File: config.mk
export PLATFORM = sky130hd
export DESIGN_NAME = pc_stack
export DESIGN_NICKNAME = d
export VERILOG_FILES = /design/src/rtl/pc_stack.sv
export SDC_FILE = /design/constraint.sdc
export NUM_CORES = 1
export LEC_CHECK = 0
export BUFFER_PORTS_ARGS = -buffer_cell sky130_fd_sc_hd__buf_2
export CAP_MARGIN = 20
export CORE_MARGIN = 5
export CORE_UTILIZATION = 55
export DETAILED_ROUTE_END_ITERATION = 10
export HOLD_SLACK_MARGIN = 0.1
export PLACE_DENSITY_LB_ADDON = 0.12
export SLEW_MARGIN = 40
export SYNTH_ARGS = -nofsm -noshare
export SYNTH_HDL_FRONTEND = slang
export SYNTH_SLANG_ARGS = --single-unit
File: constraint.sdc
create_clock -name Clock -period 2.2 [get_ports Clock]
set_input_delay 0.55 -clock Clock [delete_from_list [all_inputs] [get_ports Clock]]
set_output_delay 0.55 -clock Clock [all_outputs]
set_load 0.01 [all_outputs]
File: src/rtl/pc_stack.sv
// Program-counter stage: holds the instruction address, selects the next PC from
// the decoder strobes and keeps subroutine return addresses in a small LIFO.
module pc_stack #(
  parameter int p_size      = 6,
  parameter int stack_depth = 4
) (
  input  logic                               Clock,
  input  logic                               Reset,
  input  logic                               Stall,
  input  logic                               Jump,
  input  logic                               Rel,
  input  logic                               Call,
  input  logic                               Ret,
  input  logic [p_size-1:0]                  Target,
  output logic [p_size-1:0]                  address,
  output logic [$clog2(stack_depth+1)-1:0]   Depth,
  output logic                               Overflow,
  output logic                               Underflow
);
  localparam int DW = $clog2(stack_depth + 1);
  localparam int AW = (stack_depth > 1) ? $clog2(stack_depth) : 1;

  // All PC sums are p_size wide and drop the carry; the offset is two's complement.
  function automatic logic [p_size-1:0] wrap_add(input logic [p_size-1:0]        base,
                                                 input logic signed [p_size-1:0] offset);
    logic [p_size:0] sum;
    sum = {1'b0, base} + {1'b0, offset};
    return sum[p_size-1:0];
  endfunction

  logic [p_size-1:0] stack_mem [stack_depth];

  logic [p_size-1:0] pc_p0;
  logic [DW-1:0]     depth_p0;
  logic              ovf_p0;
  logic              unf_p0;

  logic [p_size-1:0] pc_inc;
  logic [p_size-1:0] pc_nxt;
  logic [DW-1:0]     depth_nxt;
  logic              ovf_nxt;
  logic              unf_nxt;
  logic              push;
  logic [AW-1:0]     top_idx;
  logic [AW-1:0]     push_idx;

  assign pc_inc   = wrap_add(pc_p0, p_size'(1));
  assign top_idx  = AW'(depth_p0 - 1'b1);
  assign push_idx = AW'(depth_p0);

  always_comb begin
    pc_nxt    = pc_p0;
    depth_nxt = depth_p0;
    ovf_nxt   = ovf_p0;
    unf_nxt   = unf_p0;
    push      = 1'b0;
    if (!Stall) begin
      if (Ret) begin
        if (depth_p0 != '0) begin
          pc_nxt    = stack_mem[top_idx];
          depth_nxt = depth_p0 - 1'b1;
        end else begin
          unf_nxt = 1'b1;
          pc_nxt  = pc_inc;
        end
      end else if (Call) begin
        // The jump is taken even when the push has to be dropped.
        pc_nxt = Target;
        if (depth_p0 < DW'(stack_depth)) begin
          push      = 1'b1;
          depth_nxt = depth_p0 + 1'b1;
        end else begin
          ovf_nxt = 1'b1;
        end
      end else if (Jump) begin
        pc_nxt = Target;
      end else if (Rel) begin
        pc_nxt = wrap_add(pc_p0, Target);
      end else begin
        pc_nxt = pc_inc;
      end
    end
  end

  // Stage p0: PC, stack pointer and sticky flags
  always_ff @(posedge Clock or posedge Reset) begin
    if (Reset) begin
      pc_p0    <= '0;
      depth_p0 <= '0;
      ovf_p0   <= 1'b0;
      unf_p0   <= 1'b0;
    end else begin
      pc_p0    <= pc_nxt;
      depth_p0 <= depth_nxt;
      ovf_p0   <= ovf_nxt;
      unf_p0   <= unf_nxt;
    end
  end

  always_ff @(posedge Clock) begin
    if (push) stack_mem[push_idx] <= pc_inc;
  end

  assign address   = pc_p0;
  assign Depth     = depth_p0;
  assign Overflow  = ovf_p0;
  assign Underflow = unf_p0;

endmodule

## Yosys cells after proc, flatten, opt, wreduce, memory -nomap -nowiden

Memory sizes are Yosys's and may differ from the RTL's.
Cells that the tools add are included.

| word-level totals | value |
|---|---|
| flip-flop bits (word level) | 11 |
| latch bits | 0 |
| memory bits (writable) | 24 |
| bits in read-only memories | 0 |
| bits of input ports | 13 |
| output and inout port bits | 11 |
| logic and storage cells | 36 |
| memories | 1 |

| cells by class | value |
|---|---|
| add/subtract/negate cells | 4 |
| multiply operators | 0 |
| div/mod/pow operators | 0 |
| magnitude comparators | 1 |
| equality and inequality tests | 1 |
| shift-type cells | 0 |
| multiplexer cells | 15 |
| bitwise gates (word level) | 4 |
| reduce and logical (&&, ||, !) cells | 6 |

Memory list:

| name | words | bits a word | read ports | clocked after Yosys merged registers in | write ports | line | text |
|---|---|---|---|---|---|---|---|
| stack_mem | 4 | 6 | 1 | 0 | 1 | 31 | `logic [p_size-1:0] stack_mem [stack_depth];` |

Operator list:

| cell | number |
|---|---|
| 6-bit 2-to-1 mux | 5 |
| 3-bit 2-to-1 mux | 4 |
| 4-bit AND reduction | 2 |
| 6-bit by 1-bit adder with 6-bit output (second input constant) | 1 |
| 6-bit adder | 1 |
| 1-bit 2-to-1 mux | 6 |
| 1-bit NOT | 4 |
| 2-bit nonzero test | 2 |
| 3-bit by 1-bit adder with 3-bit output (second input constant) | 1 |
| 3-bit < comparator (second input constant) | 1 |
| 3-bit AND reduction | 1 |
| 3-bit nonzero test | 1 |
| 3-bit by 1-bit subtractor with 3-bit output (second input constant) | 1 |
| 2-bit by 1-bit != test with 1-bit output (second input constant) | 1 |

## Logic depth before layout (Yosys ltp)

| depth | value |
|---|---|
| depth in word-level cells | 7 |
| depth in mapped cells | 9 |
| mapped depth without buffers | 8 |

## Worst setup path after synthesis

OpenSTA, ideal clock, no wires.

| timing | value |
|---|---|
| path type | reg2reg |
| from | reg depth_p0[0] (netlist: Depth[0]) |
| to | reg pc_p0[2] (netlist: address[2]) |
| setup time | 126 ps |
| data arrival time | 1,975 ps |
| required time | 2,074 ps |
| path slack | 99 ps |
| stages on the path, launching flop included | 9 |
| buffers on the path | 2 |
| period minus slack after synthesis | 2,101 ps |
| cell sequence | dfrtp_1 buf_6 inv_1 ha_1 clkbuf_1 mux4_2 a2bb2oi_2 o21ai_1 a221o_1 |

| on the way | value |
|---|---|
| cells in the longest elaborated chain, start to end | 4 |
| elaborated cells between the ends (all ways) | 5 |
| classes of those cells | add/sub (1); mux (2); reduce/logical (1); memory (1) |

Ends and longest elaborated chain:

| item | line | text |
|---|---|---|
| start: declaration | 34 | `logic [DW-1:0] depth_p0;` |
| start signal: assignment | 94 | `depth_p0 <= depth_nxt;` |
| 3-bit by 1-bit subtractor with 3-bit output | n/a |  |
| memory read 4 x 6 bit | n/a |  |
| 6-bit 2-to-1 mux * | 59 | `if (depth_p0 != '0) begin` |
| 6-bit 2-to-1 mux * | 58 | `if (Ret) begin` |
| end signal: assignment | 93 | `pc_p0 <= pc_nxt;` |
| end: declaration | 33 | `logic [p_size-1:0] pc_p0;` |

Mark *: on every way between the ends. The rest lies on a longest branch, timed or not.
A chain may end at the register's enable or synchronous reset.

## Worst setup path after layout

| timing | value |
|---|---|
| from | reg depth_p0[1] (netlist: Depth[1]) |
| to | reg pc_p0[2] (netlist: address[2]) |

Same word-level chain as after synthesis.

==> run summary <==
status -> finished clean
Leakage -> 0.898 nW
FFs w/ async S/R, synth -> 31.4%
routed via count -> 1,398
final setup vio count -> 0
cell area after layout -> 0.00217 mm2
Max-Cap Viols -> 0
CP max stage delay -> 0.50 ns
critical path startpoint category -> register
ANT nets after route -> 0
routing usage on met1 -> 22.0%
reg2reg start -> Depth[1]
worst skew pair latency -> 0.33 ns
Most Crowded Layer GR -> met2
via-per-instance ratio -> 6.05
GP Congestion -> 0.897
drt wl/cell -> 17.5 um
htree depth -> 2
FMAX -> 492 MHz
antenna diode count -> 0
setup TNS -> 0 ns
worst path cell trace -> inv_1 -> ha_1 -> mux4_2 -> a2bb2oi_2 -> o21ai_1 -> a221o_1
top-count cell post-synth -> edfxtp_1
# nets final -> 209
initial antenna violation count -> 0
worst setup path start -> Depth[1]
global route overflow -> 0
Syn Area/Cell -> 12.5 um2
PortBufs -> 23
WP data arrival -> 2.25 ns
clock root buffer master -> clkbuf_4
vias in the first global route -> 1,457
Syn Nets -> 180
clk_skew -> 0.00632 ns
DP HPWL -> 3.20 mm
top cells by count, synth -> edfxtp_1 (24), nor2_1 (12), dfrtp_1 (11), ha_1 (11), inv_1 (11)
Yosys cell types -> 40
Seq/Total Area, Yosys -> 51.3%
PostCTS Resize Cnt -> 0
GRT met3 Usage -> 5.22%
CP Data Required Time -> 2.42 ns
top cells by area in the synthesized netlist -> edfxtp_1 (37%), dfrtp_1 (14%), ha_1 (7.1%)
Fillers -> 286
Synth Register Bits -> 35
Worst VDD drop -> 783 uV
share of cells above drive strength 1 -> 21.1%
most common flop cell mapped by yosys -> edfxtp_1
final slew viol count -> 0
Clock transition at path regs -> 0.10 ns
1st-pass router iterations -> 4
Initial Util -> 57.3%
Worst Path Max Fanout -> 7
Syn Inst Count -> 155
Ports -> 24
Max Root-Sink Buffers -> 2
row count -> 21
Relative slew margins -> 66.2%
CP endpoint kind -> register
Post-synth EDFFs -> 24
Die Wd -> 69.4 um
final core utilization -> 63.9%
Register Area -> 996 um2
core area -> 0.00339 mm2
area of the multi-input gates -> 868 um2
final wirelength -> 4.04 mm
worst hold path type -> in2async
Synth top area share -> 37.1%
Final Hold Fails -> 0
Die Area -> 0.00482 mm2
Post-Syn Area -> 0.00194 mm2
Pwr Total -> 2.51 mW
initial drt markers -> 93
RSZ-0062 raised after global routing -> no
period utilisation layout -> 92.4%
critical path class -> reg2reg
delay-heaviest family, CP -> compound AO/OA/AOI/OAI gates
TritonCTS clock tree -> built
hold_buf cts -> 0
Clock Sinks -> 35
total setup buffers inserted after CTS -> 0
chip height -> 69.4 um
Layout area overhead -> 11.5%
number of synthesis warnings -> 0
slowest CP cell -> ha_1
minimum clock period -> 2.03 ns
first-pass GRT wire length -> 6.91 mm
WP buf/inv -> 1
largest area contributor in the netlist -> edfxtp_1
total track usage -> 18.3%
largest net degree at the start of global routing -> 16
grt met2 use -> 32.0%
CTS Buf Count -> 5
DRC -> 0
DP Area -> 0.00211 mm2
Pwr Density -> 1160 mW/mm2
slew at the pin closest to its max-slew limit -> 0.503 ns
-- placed cells by master, fill, tap and decap left out, types with 2 or more instances in the layout --
| master | instances |
|---|---|
| a21oi_1 | 8 |
| a221o_1 | 2 |
| a22oi_1 | 2 |
| and2_1 | 4 |
| buf_2 | 23 |
| buf_4 | 4 |
| clkbuf_4 | 5 |
| dfrtp_1 | 11 |
| edfxtp_1 | 24 |
| ha_1 | 11 |
| inv_1 | 11 |
| mux2i_1 | 7 |
| mux4_1 | 4 |
| mux4_2 | 2 |
| nand2_1 | 5 |
| nand2b_1 | 2 |
| nand3_1 | 3 |
| nor2_1 | 12 |
| nor4_1 | 3 |
| o211ai_1 | 2 |
| o21ai_0 | 8 |
| o31ai_1 | 2 |
| xnor2_1 | 4 |
| xor2_1 | 6 |
-- kinds of logic (layout without fill, tap and decap cells) --
group	Yosys count	after routing	share of synthesized area, %
flip-flops	35	35	51.3
AND/OR/NAND/NOR	35	35	9.14
AO/OA/AOI/OAI	33	33	11.6
buffers and inverters	17	47	4.06
multiplexers	13	13	11.3
adder cells (fa/ha/maj)	12	12	8.11
XOR/XNOR	10	10	4.51
-- where the power goes --
group	internal, mW	switching, mW	leakage, nW
Sequential	0.883	0.104	0.345
Combinational	0.535	0.661	0.523
Clock	0.120	0.202	0.0297
Total	1.54	0.967	0.898
-- stage by stage --
stage          hold slack, ns  worst slack [ns]  instances
6_report                0.207             0.167        231
2_1_floorplan           0.402            0.0993        155
4_1_cts                 0.213             0.125        231
3_3_place_gp            0.455             0.159        223
3_5_place_dp            0.461           0.00315        223
5_1_grt                 0.217            0.0589        231
-- sequential cells by signal, summed over array words and instances, names as in the netlist --
register and count:
Depth 3, stack_mem 24, address 6, Overflow 1, Underflow 1
-- area by class of cell --
class                   instances  share of cell area (%)
clock buffers                   6                    1.91
clock inverters                 2                   0.404
inverters                      12                    2.25
multi-input cells             103                    40.1
flip-flops and latches         35                    46.0
well taps                      46                    2.66
repair buffers                 27                    6.70
-- routing by layer --
layer	vias up	wire [um]	share of wire, %
met5	-	0	0
met4	0	48	1.2
met3	8	214	5.3
met2	47	2100	52
met1	695	1680	42
li1	648	-	-
-- path summary, 6_finish.rpt --
path | depth (start not counted) | to | slack (ns)
worst max-delay path | 6 | address[2] | 0.17
worst min-delay path | 2 | Depth[0] | 0.21
worst max register to register | 6 | address[2] | 0.17
worst min register to register | 1 | Overflow | 0.49
max in group asynchronous | 2 | address[1] | 1.68
min in group Clock | 1 | Overflow | 0.49
Power figures use the tool's default switching activity.
